<file path="config.mk">
export PLATFORM = sky130hd
export DESIGN_NAME = logic_op_sequencer
export DESIGN_NICKNAME = d
export VERILOG_FILES = /design/src/rtl/logic_op_sequencer.sv
export SDC_FILE = /design/constraint.sdc
export NUM_CORES = 1
export LEC_CHECK = 0
export ABC_CLOCK_PERIOD_IN_PS = 2250
export BUFFER_PORTS_ARGS = -buffer_cell sky130_fd_sc_hd__buf_2
export CAP_MARGIN = 0
export CORE_AREA = 2 2 57 59
export CTS_CLUSTER_SIZE = 12
export DETAILED_ROUTE_END_ITERATION = 10
export DIE_AREA = 0 0 59 61
export PLACE_DENSITY = 0.83
export SLEW_MARGIN = 20
export SYNTH_ARGS = -nofsm -noshare
export SYNTH_HDL_FRONTEND = slang
export SYNTH_SLANG_ARGS = --single-unit
</file>
<file path="constraint.sdc">
create_clock -name clk -period 2.25 [get_ports clk]
set_clock_uncertainty 0.2 [all_clocks]
set_input_delay 0.225 -clock clk [delete_from_list [all_inputs] [get_ports clk]]
set_output_delay 0.225 -clock clk [all_outputs]
set_load 0.02 [all_outputs]
</file>
<file path="src/rtl/logic_op_sequencer.sv">
// Single-transaction sequencer around the registered bitwise logic unit:
// accepts a request, drives the unit's operands, captures the flagged result.
module logic_op_sequencer #(
   parameter int unsigned WIDTH = 8
) (
   input  logic             clk,
   input  logic             rst_n,
   input  logic             i_req_valid,
   output logic             o_req_ready,
   input  logic [3:0]       i_req_op,
   input  logic [WIDTH-1:0] i_req_lhs,
   input  logic [WIDTH-1:0] i_req_rhs,
   output logic [3:0]       o_lu_operation,
   output logic [WIDTH-1:0] o_lu_lhs,
   output logic [WIDTH-1:0] o_lu_rhs,
   input  logic [WIDTH-1:0] i_lu_result,
   output logic             o_res_valid,
   input  logic             i_res_ready,
   output logic [WIDTH-1:0] o_res_data,
   output logic             o_res_zero,
   output logic             o_res_neg,
   output logic             o_res_parity,
   output logic             o_busy
);

   localparam logic [1:0] S_IDLE  = 2'd0;
   localparam logic [1:0] S_ISSUE = 2'd1;
   localparam logic [1:0] S_CAPT  = 2'd2;
   localparam logic [1:0] S_HOLD  = 2'd3;

   logic [1:0]       r_state;
   logic [1:0]       w_state_nxt;
   logic             w_accept;
   logic             w_capture;
   logic             w_release;

   logic [3:0]       r_lu_operation;
   logic [WIDTH-1:0] r_lu_lhs;
   logic [WIDTH-1:0] r_lu_rhs;
   logic [WIDTH-1:0] r_res_data;
   logic             r_res_valid;
   logic             r_res_zero;
   logic             r_res_neg;
   logic             r_res_parity;
   logic             r_busy;
   logic             r_req_ready;

   // Next-state and transaction strobes
   always_comb begin
      w_state_nxt = r_state;
      w_accept    = 1'b0;
      w_capture   = 1'b0;
      w_release   = 1'b0;
      case (r_state)
         S_IDLE: begin
            if (i_req_valid) begin
               w_accept    = 1'b1;
               w_state_nxt = S_ISSUE;
            end
         end
         S_ISSUE: w_state_nxt = S_CAPT;
         S_CAPT: begin
            w_capture   = 1'b1;
            w_state_nxt = S_HOLD;
         end
         S_HOLD: begin
            if (i_res_ready) begin
               w_release   = 1'b1;
               w_state_nxt = S_IDLE;
            end
         end
         default: w_state_nxt = S_IDLE;
      endcase
   end

   always_ff @(posedge clk or negedge rst_n) begin
      if (!rst_n) begin
         r_state <= S_IDLE;
      end else begin
         r_state <= w_state_nxt;
      end
   end

   // req_ready/busy are registered copies of the next-state decode
   always_ff @(posedge clk or negedge rst_n) begin
      if (!rst_n) begin
         r_req_ready <= 1'b1;
         r_busy      <= 1'b0;
      end else begin
         r_req_ready <= (w_state_nxt == S_IDLE);
         r_busy      <= (w_state_nxt != S_IDLE);
      end
   end

   // Operand registers toward the logic unit; held between transactions
   always_ff @(posedge clk or negedge rst_n) begin
      if (!rst_n) begin
         r_lu_operation <= 4'd0;
         r_lu_lhs       <= '0;
         r_lu_rhs       <= '0;
      end else if (w_accept) begin
         r_lu_operation <= i_req_op;
         r_lu_lhs       <= i_req_lhs;
         r_lu_rhs       <= i_req_rhs;
      end
   end

   // Result and flags captured together from the same lu_result sample
   always_ff @(posedge clk or negedge rst_n) begin
      if (!rst_n) begin
         r_res_data   <= '0;
         r_res_zero   <= 1'b0;
         r_res_neg    <= 1'b0;
         r_res_parity <= 1'b0;
         r_res_valid  <= 1'b0;
      end else begin
         if (w_capture) begin
            r_res_data   <= i_lu_result;
            r_res_zero   <= (i_lu_result == '0);
            r_res_neg    <= i_lu_result[WIDTH-1];
            r_res_parity <= ^i_lu_result;
            r_res_valid  <= 1'b1;
         end else if (w_release) begin
            r_res_valid  <= 1'b0;
         end
      end
   end

   assign o_req_ready    = r_req_ready;
   assign o_busy         = r_busy;
   assign o_lu_operation = r_lu_operation;
   assign o_lu_lhs       = r_lu_lhs;
   assign o_lu_rhs       = r_lu_rhs;
   assign o_res_valid    = r_res_valid;
   assign o_res_data     = r_res_data;
   assign o_res_zero     = r_res_zero;
   assign o_res_neg      = r_res_neg;
   assign o_res_parity   = r_res_parity;

endmodule

</file>
==> flow_metrics.py <==
metrics = {
    "flow_run": {
        "cap_violations": 0,
    },
    "outcome": {
        "status": "finished clean",
    },
    "yosys": {
        "yosysSeqAreaShare_pct": 62.53,
        "synth_seq_cells": 35,
        "netlist_area_um2": 1403,
        "ys_types": 18,
        "syn_inst": 108,
        "yosysWarnings": 0,
        "synthesis.nets": 144,
        "avgSynthCellArea_um2": 12.99,
    },
    "floorplan": {
        "dieHeight_um": 61,
        "ios": 66,
        "coreArea_um2": 2953,
        "rows": 20,
        "die_x_um": 59,
        "die_area_um2": 3599,
        "floorplan.initialDensity_pct": 47.50,
    },
    "detailed_routing": {
        "wl_met3_um": 294,
        "drtIter0Drc": 28,
        "vias_per_cell": 4.826,
        "drc": 0,
        "top_layer": "met4",
        "wl_per_cell_um": 14.28,
        "wl_mm": 3.442,
        "vias": 1163,
        "first_pass_iters": 4,
        "ant_nets": 0,
        "dr_wl_met2_mm": 1.802,
        "wirelength_met1_mm": 1.266,
    },
    "cells_and_area": {
        "instances_no_fill": 241,
        "finalNetCount": 243,
        "antenna_cells": 0,
        "fin_area_um2": 2105,
        "drive_above_1_share_pct": 44.71,
        "area_growth_pct": 50.04,
    },
    "sta": {
        "finalCritPeriodShare_pct": 75.01,
        "drv_slew": 0,
        "min_period_ns": 1.688,
        "setup-tns-final_ns": 0,
        "tightest_slew_ns": 0.7439,
        "relSlewSlack_pct": 50.41,
        "setup_violations": 0,
        "rsz0062_at_grt": "no",
        "max_freq_mhz": 592.5,
        "timing_hold_violations_final": 0,
        "timing.hold.ws_ns": 0.01662,
    },
    "place": {
        "place_area_um2": 1744,
        "dp_cells": 202,
        "routabilityCongestion": 0.7088,
        "hpwl_mm": 2.076,
        "io_buffers": 65,
    },
    "global_routing": {
        "grt_pass1_vias": 1211,
        "grt_overflow": 0,
        "antenna_found_initial": 0,
        "grt_usage_pct": 21.29,
        "grt_pass1_wl_mm": 5.402,
        "grt_max_degree": 36,
    },
    "clocking": {
        "numCtsBuffers": 5,
        "clock_sinks": 35,
        "clk_pin_slew_ns": 0.10,
        "post_cts_buffers": 0,
        "cts_tree": "built",
        "root_buffer": "clkbuf_4",
        "h-tree-depth": 2,
        "clock_path_buffers": 2,
        "cts_resized": 0,
        "clk-insertion-delay-late_ns": 0.32,
    },
    "critical_path": {
        "path_max_fanout": 20,
        "critPathRequiredTime_ns": 2.26,
        "crit_type": "in -> reg",
        "slowest_stage": "dlygate4sd3_1",
        "arrival_ns": 1.70,
        "worstPathCellList": "dlygate4sd3_1 -> buf_2 -> nor3b_2 -> buf_4 -> mux2_2",
        "max_stage_delay_ns": 0.52,
        "crit_path_start_kind": "input port",
        "ff2ff_path_depth": 3,
        "worstSetupEndpointType": "register",
    },
    "worst_hold_path": {
        "hold_path.class": "in -> reg",
        "hold_path_depth": 3,
    },
    "power_and_ir_drop": {
        "peakVddDrop_v": 0.0006331,
        "total_power_uw": 2673,
        "power_leakage_uw": 0.001066,
        "power_density_nw_per_um2": 1270,
    },
}
[worst max-delay path, delay by kind of cell]
kind	cells	cell delay [ns]
buffers and inverters	3	0.92
multiplexers	1	0.39
AND/OR/NAND/NOR	1	0.16
[cells in the final DEF, fill, tap and decap left out]
| cell type | n |
|---|---|
| buf_2 | 65 |
| dfrtp_1 | 34 |
| dlygate4sd3_1 | 31 |
| mux2_2 | 19 |
| nand2_1 | 13 |
| inv_1 | 10 |
| o21ai_0 | 10 |
| clkbuf_4 | 5 |
| ha_1 | 4 |
| xnor2_1 | 3 |
| a21oi_1 | 2 |
| clkbuf_1 | 2 |
| nand3_1 | 1 |
| o21a_1 | 1 |
| o31ai_1 | 1 |
| nor3b_2 | 1 |
| nand2b_1 | 1 |
| nand4_1 | 1 |
| mux2_1 | 1 |
| clkinv_2 | 1 |
| dfstp_2 | 1 |
| buf_4 | 1 |
[layout make-up]
class	instances	area [um^2]
timing repair buffer	97	643.1
inverter	10	37.54
sequential	35	877.1
clock buffer	7	45.04
tap	33	41.29
fill	227	848.3
multi-input combinational	58	455.4
clock inverter	1	5.005
[layer usage]
layer | vias to the layer above | global-route usage [%]
li1 | 553 | -
met2 | 59 | 40.16
met4 | 0 | 8.442
met5 | - | 0
met3 | 9 | 7.676
met1 | 542 | 21.20
[path summary, 6_finish.rpt]
path                            endpoint  slack, ns           start
setup / recovery             o_lu_lhs[2]       0.56     i_req_valid
hold / removal             o_res_data[0]       0.02  i_lu_result[0]
setup reg to reg             o_lu_lhs[2]       0.59      r_state[1]
hold reg to reg             o_res_parity       0.28    o_res_parity
max in group asynchronous  o_res_data[7]       1.07           rst_n
min in group asynchronous    o_lu_rhs[2]       0.31           rst_n
[power breakdown]
part	internal, uW	switching [uW]
Clock	122	188
Sequential	941	181
Combinational	502	739
Total	1570	1110
[logic make-up (layout without fill, tap and decap cells)]
kind of cell               after synthesis  count (layout)  share of synthesized area (%)
xor gates and xnor gates                 3               3                          1.874
and+or+nand+nor                         17              17                          5.620
AOI/OAI and AO/OA                       14              14                          5.353
buffers and inverters                   15             115                          4.996
muxes                                   20              20                          16.06
adders and majority gates                4               4                          3.568
DFF                                     35              35                          62.53
[cell usage after synthesis]
cell type / n / area, um^2
o21a_1: 1 / 7.510
buf_2: 2 / 10.01
o31ai_1: 1 / 7.510
ha_1: 4 / 50.05
nand2b_1: 1 / 6.260
mux2_1: 1 / 11.26
a21oi_1: 2 / 10.01
inv_1: 10 / 37.54
o21ai_0: 10 / 50.05
nand3_1: 1 / 5.000
xnor2_1: 3 / 26.28
mux2_2: 19 / 214.0
buf_4: 3 / 22.52
dfrtp_1: 34 / 850.8
nand2_1: 13 / 48.80
dfstp_2: 1 / 26.28
nand4_1: 1 / 6.260
nor3b_2: 1 / 12.51
[registers in the layout, indices dropped and copies added, names as in the netlist]
register        flops
o_res_data          8
o_res_valid         1
o_res_parity        1
o_lu_rhs            8
o_req_ready         1
o_busy              1
o_lu_operation      4
o_lu_lhs            8
o_res_zero          1
r_state             2
[per-stage QoR]
| stage | util, % | setup slack, ns |
|---|---|---|
| final | 71.27 | 0.5622 |
| after floorplan | - | 0.7872 |
| after global routing | 71.27 | 0.5187 |
| after detailed placement | 59.07 | 0.6024 |
| after global placement | 59.07 | 0.6785 |
| after CTS | 71.27 | 0.5883 |
[what timing repair did]
item,CTS,global route
hold buffers,31,0
endpoints found under the setup margin,0,0
endpoints found under the hold margin,65,0
Note: power is estimated with default switching activity, not from simulation.
